===== src/rtl/irq_pkg.sv =====
// -----------------------------------------------------------------------------
// irq_pkg
//   Shared types and constants for the interrupt sequencer.
//
//   Contents:
//     NUM_SRC_DEF  default number of interrupt sources
//     IRQ_TIMER    source index of the timer overflow interrupt
//     IRQ_EXT      source index of the external interrupt line
//     irq_state_e  sequencer state (IDLE, REQ, SERVICE)
//     id_width()   width of a source id for a given source count
//
//   Build option: IRQ_ROUND_ROBIN_EN (see irq_sequencer) selects rotating
//   priority; nothing in this package depends on it.
// -----------------------------------------------------------------------------
package irq_pkg;

  localparam int unsigned NUM_SRC_DEF = 4;

  localparam int unsigned IRQ_TIMER = 0;
  localparam int unsigned IRQ_EXT   = 1;

  typedef enum logic [1:0] {
    IDLE    = 2'd0,
    REQ     = 2'd1,
    SERVICE = 2'd2
  } irq_state_e;

  // A single source still needs a 1-bit id.
  function automatic int unsigned id_width(int unsigned n);
    return (n > 1) ? $clog2(n) : 1;
  endfunction

endpackage


===== src/rtl/irq_prio_picker.sv =====
// -----------------------------------------------------------------------------
// irq_prio_picker
//   Combinational winner selection among eligible interrupt sources.
//   The search begins at index 'start' and wraps modulo NUM_SRC; the first
//   eligible index found wins. With start tied to 0 this is plain fixed
//   priority (lowest index wins).
//
//   Ports:
//     eligible  in   NUM_SRC  candidate sources
//     start     in   ID_W     first index examined
//     valid     out  1        at least one source eligible
//     id        out  ID_W     winning source (0 when valid=0)
// -----------------------------------------------------------------------------
module irq_prio_picker
  import irq_pkg::*;
#(
  parameter int unsigned NUM_SRC = NUM_SRC_DEF,
  parameter int unsigned ID_W    = id_width(NUM_SRC)
) (
  input  logic [NUM_SRC-1:0] eligible,
  input  logic [ID_W-1:0]    start,
  output logic               valid,
  output logic [ID_W-1:0]    id
);

  logic [ID_W-1:0] idx;

  assign valid = |eligible;

  // Walk from the far end back towards 'start' so the last hit, i.e. the
  // one closest to 'start', is the one that sticks.
  always_comb begin
    id  = '0;
    idx = '0;
    for (int k = int'(NUM_SRC) - 1; k >= 0; k--) begin
      idx = ID_W'((int'(start) + k) % int'(NUM_SRC));
      if (eligible[idx]) begin
        id = idx;
      end
    end
  end

endmodule


===== src/rtl/irq_sequencer.sv =====
// -----------------------------------------------------------------------------
// irq_sequencer
//   Captures interrupt sources into a pending register, selects one winner
//   and presents it to the datapath through a req/ack handshake. After the
//   trap is taken no further request is issued until mret retires
//   (irq_done). The one-hot 'interrupt' bus mirrors irq_id while irq_req=1.
//
//   Build option:
//     IRQ_ROUND_ROBIN_EN  defined: rotating priority, search starts one past
//                         the last acknowledged source.
//                         undefined: fixed priority, lowest index wins.
//
//   Ports:
//     clk         in   1        core clock
//     rst         in   1        synchronous active-high reset
//     src_i       in   NUM_SRC  raw interrupt source lines
//     edge_mode   in   NUM_SRC  1 = rising-edge triggered, 0 = level
//     src_en      in   NUM_SRC  per-source enable mask (mie)
//     global_ie   in   1        global interrupt enable (mstatus.MIE)
//     irq_ack     in   1        datapath took the trap for irq_id (pulse)
//     irq_done    in   1        mret retired (pulse)
//     irq_req     out  1        interrupt request to datapath
//     irq_id      out  ID_W     requested or in-service source id
//     interrupt   out  NUM_SRC  one-hot of irq_id while irq_req=1, else 0
//     pending     out  NUM_SRC  pending register (mip view)
//     in_service  out  1        handler active
// -----------------------------------------------------------------------------
module irq_sequencer
  import irq_pkg::*;
#(
  parameter int unsigned NUM_SRC = NUM_SRC_DEF,
  parameter int unsigned ID_W    = id_width(NUM_SRC)
) (
  input  logic               clk,
  input  logic               rst,
  input  logic [NUM_SRC-1:0] src_i,
  input  logic [NUM_SRC-1:0] edge_mode,
  input  logic [NUM_SRC-1:0] src_en,
  input  logic               global_ie,
  input  logic               irq_ack,
  input  logic               irq_done,
  output logic               irq_req,
  output logic [ID_W-1:0]    irq_id,
  output logic [NUM_SRC-1:0] interrupt,
  output logic [NUM_SRC-1:0] pending,
  output logic               in_service
);

  irq_state_e         state_q;
  logic [NUM_SRC-1:0] src_q;
  logic [NUM_SRC-1:0] rise;
  logic [NUM_SRC-1:0] eligible;
  logic [NUM_SRC-1:0] ack_clr;
  logic [NUM_SRC-1:0] pending_d;
  logic [ID_W-1:0]    start_ptr;
  logic [ID_W-1:0]    win_id;
  logic               win_valid;
  logic               withdraw;
  logic               take;

  assign rise     = src_i & ~src_q;
  assign eligible = global_ie ? (pending & src_en) : '0;

  // The presented request is no longer valid; checked ahead of irq_ack.
  assign withdraw = !global_ie || !src_en[irq_id] || !pending[irq_id];
  assign take     = (state_q == REQ) && irq_ack && !withdraw;

  // Edge sources accumulate and are cleared on acknowledge, with a fresh
  // edge in the same cycle winning over the clear. Level sources simply
  // track the line.
  always_comb begin
    ack_clr = '0;
    if (take && edge_mode[irq_id]) begin
      ack_clr[irq_id] = 1'b1;
    end
    pending_d = (edge_mode & ((pending & ~ack_clr) | rise)) | (~edge_mode & src_i);
  end

`ifdef IRQ_ROUND_ROBIN_EN
  // Start of the next search: one past the most recently acknowledged id.
  logic [ID_W-1:0] rr_ptr;

  always_ff @(posedge clk) begin
    if (rst) begin
      rr_ptr <= '0;
    end else if (take) begin
      rr_ptr <= ID_W'((int'(irq_id) + 1) % int'(NUM_SRC));
    end
  end

  assign start_ptr = rr_ptr;
`else
  assign start_ptr = '0;
`endif

  irq_prio_picker #(
    .NUM_SRC (NUM_SRC),
    .ID_W    (ID_W)
  ) u_picker (
    .eligible (eligible),
    .start    (start_ptr),
    .valid    (win_valid),
    .id       (win_id)
  );

  always_ff @(posedge clk) begin
    if (rst) begin
      state_q    <= IDLE;
      src_q      <= '0;
      pending    <= '0;
      irq_req    <= 1'b0;
      irq_id     <= '0;
      interrupt  <= '0;
      in_service <= 1'b0;
    end else begin
      src_q   <= src_i;
      pending <= pending_d;
      unique case (state_q)
        IDLE: begin
          if (win_valid) begin
            irq_id    <= win_id;
            irq_req   <= 1'b1;
            interrupt <= NUM_SRC'(1) << win_id;
            state_q   <= REQ;
          end
        end
        REQ: begin
          // irq_id stays frozen here; later arrivals never preempt it.
          if (withdraw) begin
            irq_req   <= 1'b0;
            interrupt <= '0;
            state_q   <= IDLE;
          end else if (irq_ack) begin
            irq_req    <= 1'b0;
            interrupt  <= '0;
            in_service <= 1'b1;
            state_q    <= SERVICE;
          end
        end
        SERVICE: begin
          if (irq_done) begin
            in_service <= 1'b0;
            state_q    <= IDLE;
          end
        end
        default: begin
          state_q <= IDLE;
        end
      endcase
    end
  end

endmodule


===== config.mk =====
export PLATFORM = sky130hd
export DESIGN_NAME = irq_sequencer
export DESIGN_NICKNAME = d
export VERILOG_FILES = /design/src/rtl/irq_pkg.sv /design/src/rtl/irq_prio_picker.sv /design/src/rtl/irq_sequencer.sv
export SDC_FILE = /design/constraint.sdc
export NUM_CORES = 1
export LEC_CHECK = 0
export CORE_MARGIN = 2
export CORE_UTILIZATION = 40
export DETAILED_ROUTE_END_ITERATION = 8
export PLACE_DENSITY_LB_ADDON = 0.25
export REMOVE_ABC_BUFFERS = 1
export SLEW_MARGIN = 30
export SYNTH_ARGS = -nofsm -noshare
export SYNTH_HDL_FRONTEND = slang
export SYNTH_HIERARCHICAL = 1
export SYNTH_SLANG_ARGS = --single-unit

===== constraint.sdc =====
create_clock -name clk -period 2.04 [get_ports clk]
set_input_delay 0.408 -clock clk [delete_from_list [all_inputs] [get_ports clk]]
set_output_delay 0.408 -clock clk [all_outputs]
set_load 0.05 [all_outputs]

# [After elaboration in Yosys (flattened, before gate mapping)]
# Index checks and enable logic that the tools add are counted.
[totals] reg_bits=18 input_bits=17 output_inout_bits=12 wordCells=76
[classes] magnitude_cmp=2 eq_ne=7 n_shift=1 n_mux=31 bitwise_logic=10 reduce_logical=18
[ops] op="$and 4x4->4" count=5
[ops] op="$mux 4" count=5
[ops] op="$mux 2" count=8
[ops] op="$not 4->4" count=3
[ops] op="$mux 1" count=10
[ops] op="$or 4x4->4" count=2
[ops] op="$pmux 4 s2" count=1
[ops] op="$bmux 1 s2" count=3
[ops] op="$ne 2x2->1 const B" count=3
[ops] op="$pmux 2 s3" count=1
[ops] op="$reduce_and 3->1" count=2
[ops] op="$logic_and 1x1->1" count=4
[ops] op="$logic_not 1->1" count=4
[ops] op="$pmux 1 s2" count=2
[ops] op="$reduce_and 4->1" count=1
[ops] op="$reduce_bool 2->1" count=2
[ops] op="$reduce_or 4->1" count=1
[ops] op="$shl 1x2->4 const A" count=1
[ops] op="$lt 2x3->1 const B" count=1
[ops] op="$ne 3x3->1 const B" count=1
[ops] op="$demux 1 s2" count=1
[ops] op="$eq 2x1->1 const B" count=1
[ops] op="$eq 2x2->1 const B" count=1
[ops] op="$ge 2x1->1 const B" count=1
[ops] op="other kinds (4)" count=5

# [Longest topological paths before layout]
[depth] word_depth=14 depth_mapped=7 depth_no_buf=7

# [By module]
# The synthesis kept the hierarchy.
[modules_own_cells] module="irq_sequencer" n_inst=1 cells_per_inst=90 area_each_um2=844.6 seq_area_each_um2=360.3
[modules_own_cells] module="irq_prio_picker" n_inst=1 cells_per_inst=13 area_each_um2=77.6 seq_area_each_um2=0.0

# [Worst setup path before layout]
# Ideal clock, no wire load.
[synth_path] path_type="register -> register" start="reg pending[2]" end="reg interrupt[2]" setup_time_ps=86 t_arrival_ps=1845 required_ps=1954 path_slack_ps=110 path_stages_with_launch=8 path_buffers=0 synth_period_minus_slack_ps=1930 path_cell_list="dfxtp_1 > and3_1 > nand2b_1 > a21oi_1 > a211oi_2 > nor4b_2 > a21oi_1 > a211oi_1"
[synth_via] elab_chain_cells=8 word_cells_on_any_way=17 classes_between="eq/ne: 2; shift: 1; mux: 9; bitwise: 1; reduce/logical: 4"
[synth_lines] element="start, declared" line="irq_sequencer.sv:45" rtl="output logic [NUM_SRC-1:0] pending,"
[synth_lines] element="start signal, assigned" line="irq_sequencer.sv:117" rtl="pending <= pending_d;"
[synth_lines] element="$and 4x4->4" line="irq_sequencer.sv:62" rtl="assign eligible = global_ie ? (pending & src_en) : '0;"
[synth_lines] element="$mux 4" line="irq_sequencer.sv:62"
[synth_lines] element="via eligible[2]" line="irq_sequencer.sv:52" rtl="logic [NUM_SRC-1:0] eligible;"
[synth_lines] element="$mux 2 (3 in a row)" line="irq_prio_picker.sv:37" rtl="if (eligible[idx]) begin"
[synth_lines] element="via win_id[0]" line="irq_sequencer.sv:56" rtl="logic [ID_W-1:0] win_id;"
[synth_lines] element="$shl 1x2->4" line="irq_sequencer.sv:123" rtl="interrupt <= NUM_SRC'(1) << win_id;"
[synth_lines] element="$mux 4" line="irq_sequencer.sv:120" rtl="if (win_valid) begin"
[synth_lines] element="$pmux 4 s2" line="irq_sequencer.sv:118" rtl="unique case (state_q)"
[synth_lines] element="end signal, assigned" line="irq_sequencer.sv:123"
[synth_lines] element="end, declared" line="irq_sequencer.sv:44" rtl="output logic [NUM_SRC-1:0] interrupt,"
# The timed path passes the listed nets, and every way through them passes these cells. The select of a mux whose other input is x is not followed.
# A chain may end at the register's enable or synchronous reset.

# [Final worst setup path]
[layout_path] start="in src_en[2]" end="reg interrupt[3]"
[layout_via] elab_chain_cells=8 word_cells_on_any_way=18 classes_between="eq/ne: 2; shift: 1; mux: 9; bitwise: 1; reduce/logical: 5"
[layout_lines] element="start, declared" line="irq_sequencer.sv:38" rtl="input logic [NUM_SRC-1:0] src_en,"
[layout_lines] element="$and 4x4->4" line="irq_sequencer.sv:62"
[layout_lines] element="$mux 4" line="irq_sequencer.sv:62"
[layout_lines] element="via eligible[2]" line="irq_sequencer.sv:52"
[layout_lines] element="$mux 2 (3 in a row)" line="irq_prio_picker.sv:37"
[layout_lines] element="via win_id[0]" line="irq_sequencer.sv:56"
[layout_lines] element="$shl 1x2->4" line="irq_sequencer.sv:123"
[layout_lines] element="$mux 4" line="irq_sequencer.sv:120"
[layout_lines] element="$pmux 4 s2" line="irq_sequencer.sv:118"
# The timed path passes the listed nets, and every way through them passes these cells. The select of a mux whose other input is x is not followed.

==> metrics.txt <==
RSZ-0062 raised after global routing=false; FF-to-FF path depth=7; crit path capture type=flip-flop; Netlist cell types=33; core area=2190 um2; MaxCap Viol Count=0; Register Area=360 um2; diode count=0; Reg clk slew, reported paths=0.10 ns; yosys warns=6; first-pass GRT wire length=3660 um; DRT Wirelength=2140 um; fin nets=164; GRT overflow=0; Worst EP required=2.26 ns; Reg-to-Reg End=interrupt[3]$_SDFFE_PP0P_; Clock Sinks=18; CP Launch Type=input port; Worst Tran Pin Value=0.603 ns; Total Routing Usage GR=18.0%; Vias=904; post-DP HPWL=1680 um; H-tree levels=1; ranking of synthesized cells by area=dfxtp_1 39%, a21oi_1 7.6%, a211oi_1 5.7%, nand2_1 5.7%, o41ai_4 3.0%; largest net degree at the start of global routing=16; critical path depth in cells=8; Hold Path Depth=2; Vias per Instance=5.20; Fmax=520 MHz; number of I/O pins=29; Initial DRC Count=11; max-slew violation count=0; Max-slew headroom=59.7%; DRC=0; crit path cell chain=clkdlybuf4s50_1 > and3_1 > nand2b_1 > a21oi_1 > a211oi_2 > and4bb_2 > a21oi_1 > a211oi_2; Die Span X=52.0 um; WP buf/inv=1; Cell Count, Final, Fillers Out=174; CTS Buf Count=3; outcome=completed; vias in the first global route=846; clock buffer depth=2; critical path class=input port to flip-flop; CTS tree=done; GP Congestion=0.807; endpoints failing hold=0; cts-stage hold buffer count=0; Area Overhead vs Synth=47.4%; Root Driver=clkbuf_4; worst stage delay on the critical path=0.43 ns; post-synth top area share=39.1%; Post-Syn Instances=103; antenna violations before repair=0; Tmin final=1.92 ns; Synth area leader=dfxtp_1; layout cells sized above 1=16.4%; area of the multi-input gates=588 um2; Post-Syn Area=922 um2; Largest delay share family, worst path=compound AO/OA/AOI/OAI gates; Worst Path Arrival=2.14 ns; Post-CTS Setup Bufs=0; final setup violation count=0; Post-DRT Antenna Nets=0; Clock Skew=0.00885 ns; Initial Utilization=42.1%; fin util=62.0%; Pleak=0.566 nW; CP startpoint=src_en[2]; Skew-Pair Late Insertion Delay=0.30 ns; FF-to-FF setup slack=0.28 ns; Layout fillers=187; TritonRoute pass-1 iters=4; Port Buffers=28; Peak VDD IR=378 uV; die area=2710 um2; FF+latch count, synth=18; syn_area_per_cell=8.95 um2; routed len/inst=12.3 um; Hold Path Class=flip-flop to flip-flop; Row Count=17; Critical R2R Launch=pending[2]$_SDFF_PP0_; die height=52.0 um; pwr dens=590 nW/um2; WHS=0.466 ns; part of the cycle the worst path needs=94.3%; Seq/Total Area, Yosys=39.1%; dpl cells=170; worst setup path end=interrupt[3]$_SDFFE_PP0P_; pre-CTS setup slack=-0.356 ns; worst setup margin=0.117 ns; Crit Path Max Fanout=5; slowest stage cell, crit path=clkdlybuf4s50_1
==> layout by cell type, fill, tap and decap left out, drive strengths merged <==
cell            n
a211oi          8
a21o            3
a21oi          14
a311oi          1
and3            4
and4            1
and4b           3
and4bb          3
buf             7
clkbuf          4
clkdlybuf4s50  25
conb            9
dfxtp          18
dlymetal6s2s    2
inv             3
mux2i           2
nand2          14
nand2b          2
nand3b          1
nand4b          1
nor2            6
nor2b           4
nor3            1
nor3b           1
nor4b           2
o21bai          1
o31ai           2
o41ai           2
or3             1
or3b            1
==> cell type report <==
cell class | instances | share of cell area (%)
multi-input cells | 87 | 43.3
flip-flops and latches | 18 | 26.5
repair buffers | 34 | 24.1
clock buffers | 4 | 2.67
well taps | 28 | 2.58
inverters | 3 | 0.829
==> through the flow <==
stage	power, mW	instance area [um2]	setup TNS, ns
after floorplan	0.498	940	0
after global placement	0.581	1300	-1.31
after detailed placement	0.586	1300	-1.75
after CTS	0.811	1340	-0.0172
after global routing	0.847	1360	0
final	0.802	1360	0
==> Yosys cell counts <==
cell type and instances:
and4bb_4 1, o21bai_1 1, or3_1 1, nand3b_1 1
a21o_1 3, nor3_1 1, a311oi_1 1, dfxtp_1 18
nor2_1 6, nand4b_1 1, mux2i_1 2, a211oi_1 7
or3b_2 1, nand2_1 14, and3_1 4, clkbuf_1 2
conb_1 1, inv_1 3, nor4b_1 1, nand2b_1 2
nor3b_1 1, and4bb_2 2, a211oi_2 1, and4b_2 2
o31ai_1 2, buf_2 1, a21oi_1 14, nor4b_2 1
o41ai_4 1, and4_2 1, nor2b_1 4, and4b_1 1
o41ai_1 1
==> cells by family (layout without fill, tap and decap cells) <==
family	Yosys count	after routing	synth area share [%]
muxes	2	2	2.17
and+or+nand+nor	45	45	31.3
AOI/OAI and AO/OA	31	31	24.4
other	1	9	0.407
buffers and inverters	6	41	2.58
DFF	18	18	39.1
==> worst reg2reg max path, cell delays in order, from the launching register on <==
cell      delay [ns]
dfxtp_1         0.35
and3_1          0.22
nand2b_1        0.08
a21oi_1         0.07
a211oi_2        0.31
and4bb_2        0.34
a21oi_1         0.10
a211oi_2        0.22
==> report_power, final <==
group	internal, mW	switching, mW	leakage (nW)
logic	0.0928	0.105	0.397
registers	0.370	0.0160	0.148
clock network	0.109	0.109	0.0210
total	0.571	0.230	0.566
==> how the worst min path moves through the flow <==
stage | start | to | slack, ns
6_report | in_service$_SDFFE_PP0P_ | in_service$_SDFFE_PP0P_ | 0.47
4_1_cts | in_service$_SDFFE_PP0P_ | in_service$_SDFFE_PP0P_ | 0.47
2_1_floorplan | src_q[0]$_SDFF_PP0_ | pending[0]$_SDFF_PP0_ | 0.45
5_1_grt | in_service$_SDFFE_PP0P_ | in_service$_SDFFE_PP0P_ | 0.50
3_3_place_gp | in_service$_SDFFE_PP0P_ | in_service$_SDFFE_PP0P_ | 0.45
3_5_place_dp | in_service$_SDFFE_PP0P_ | in_service$_SDFFE_PP0P_ | 0.45
==> sequential cells by signal, summed over array words and instances (netlist names) <==
register,count
in_service,1
interrupt,4
irq_id,2
irq_req,1
pending,4
src_q,4
state_q,2
==> repair_timing <==
| action | CTS | global route |
|---|---|---|
| pin swaps | 0 | 4 |
| endpoints found under the setup margin | 2 | 6 |
| resized for setup | 1 | 5 |
==> per-layer routing <==
metal | track usage (%) | wire length, um
met1 | 23.1 | 1010
met2 | 30.4 | 1020
met3 | 2.59 | 81
met4 | 6.58 | 29
met5 | 0 | 0
No activity file was read; power rests on OpenSTA's default activity.
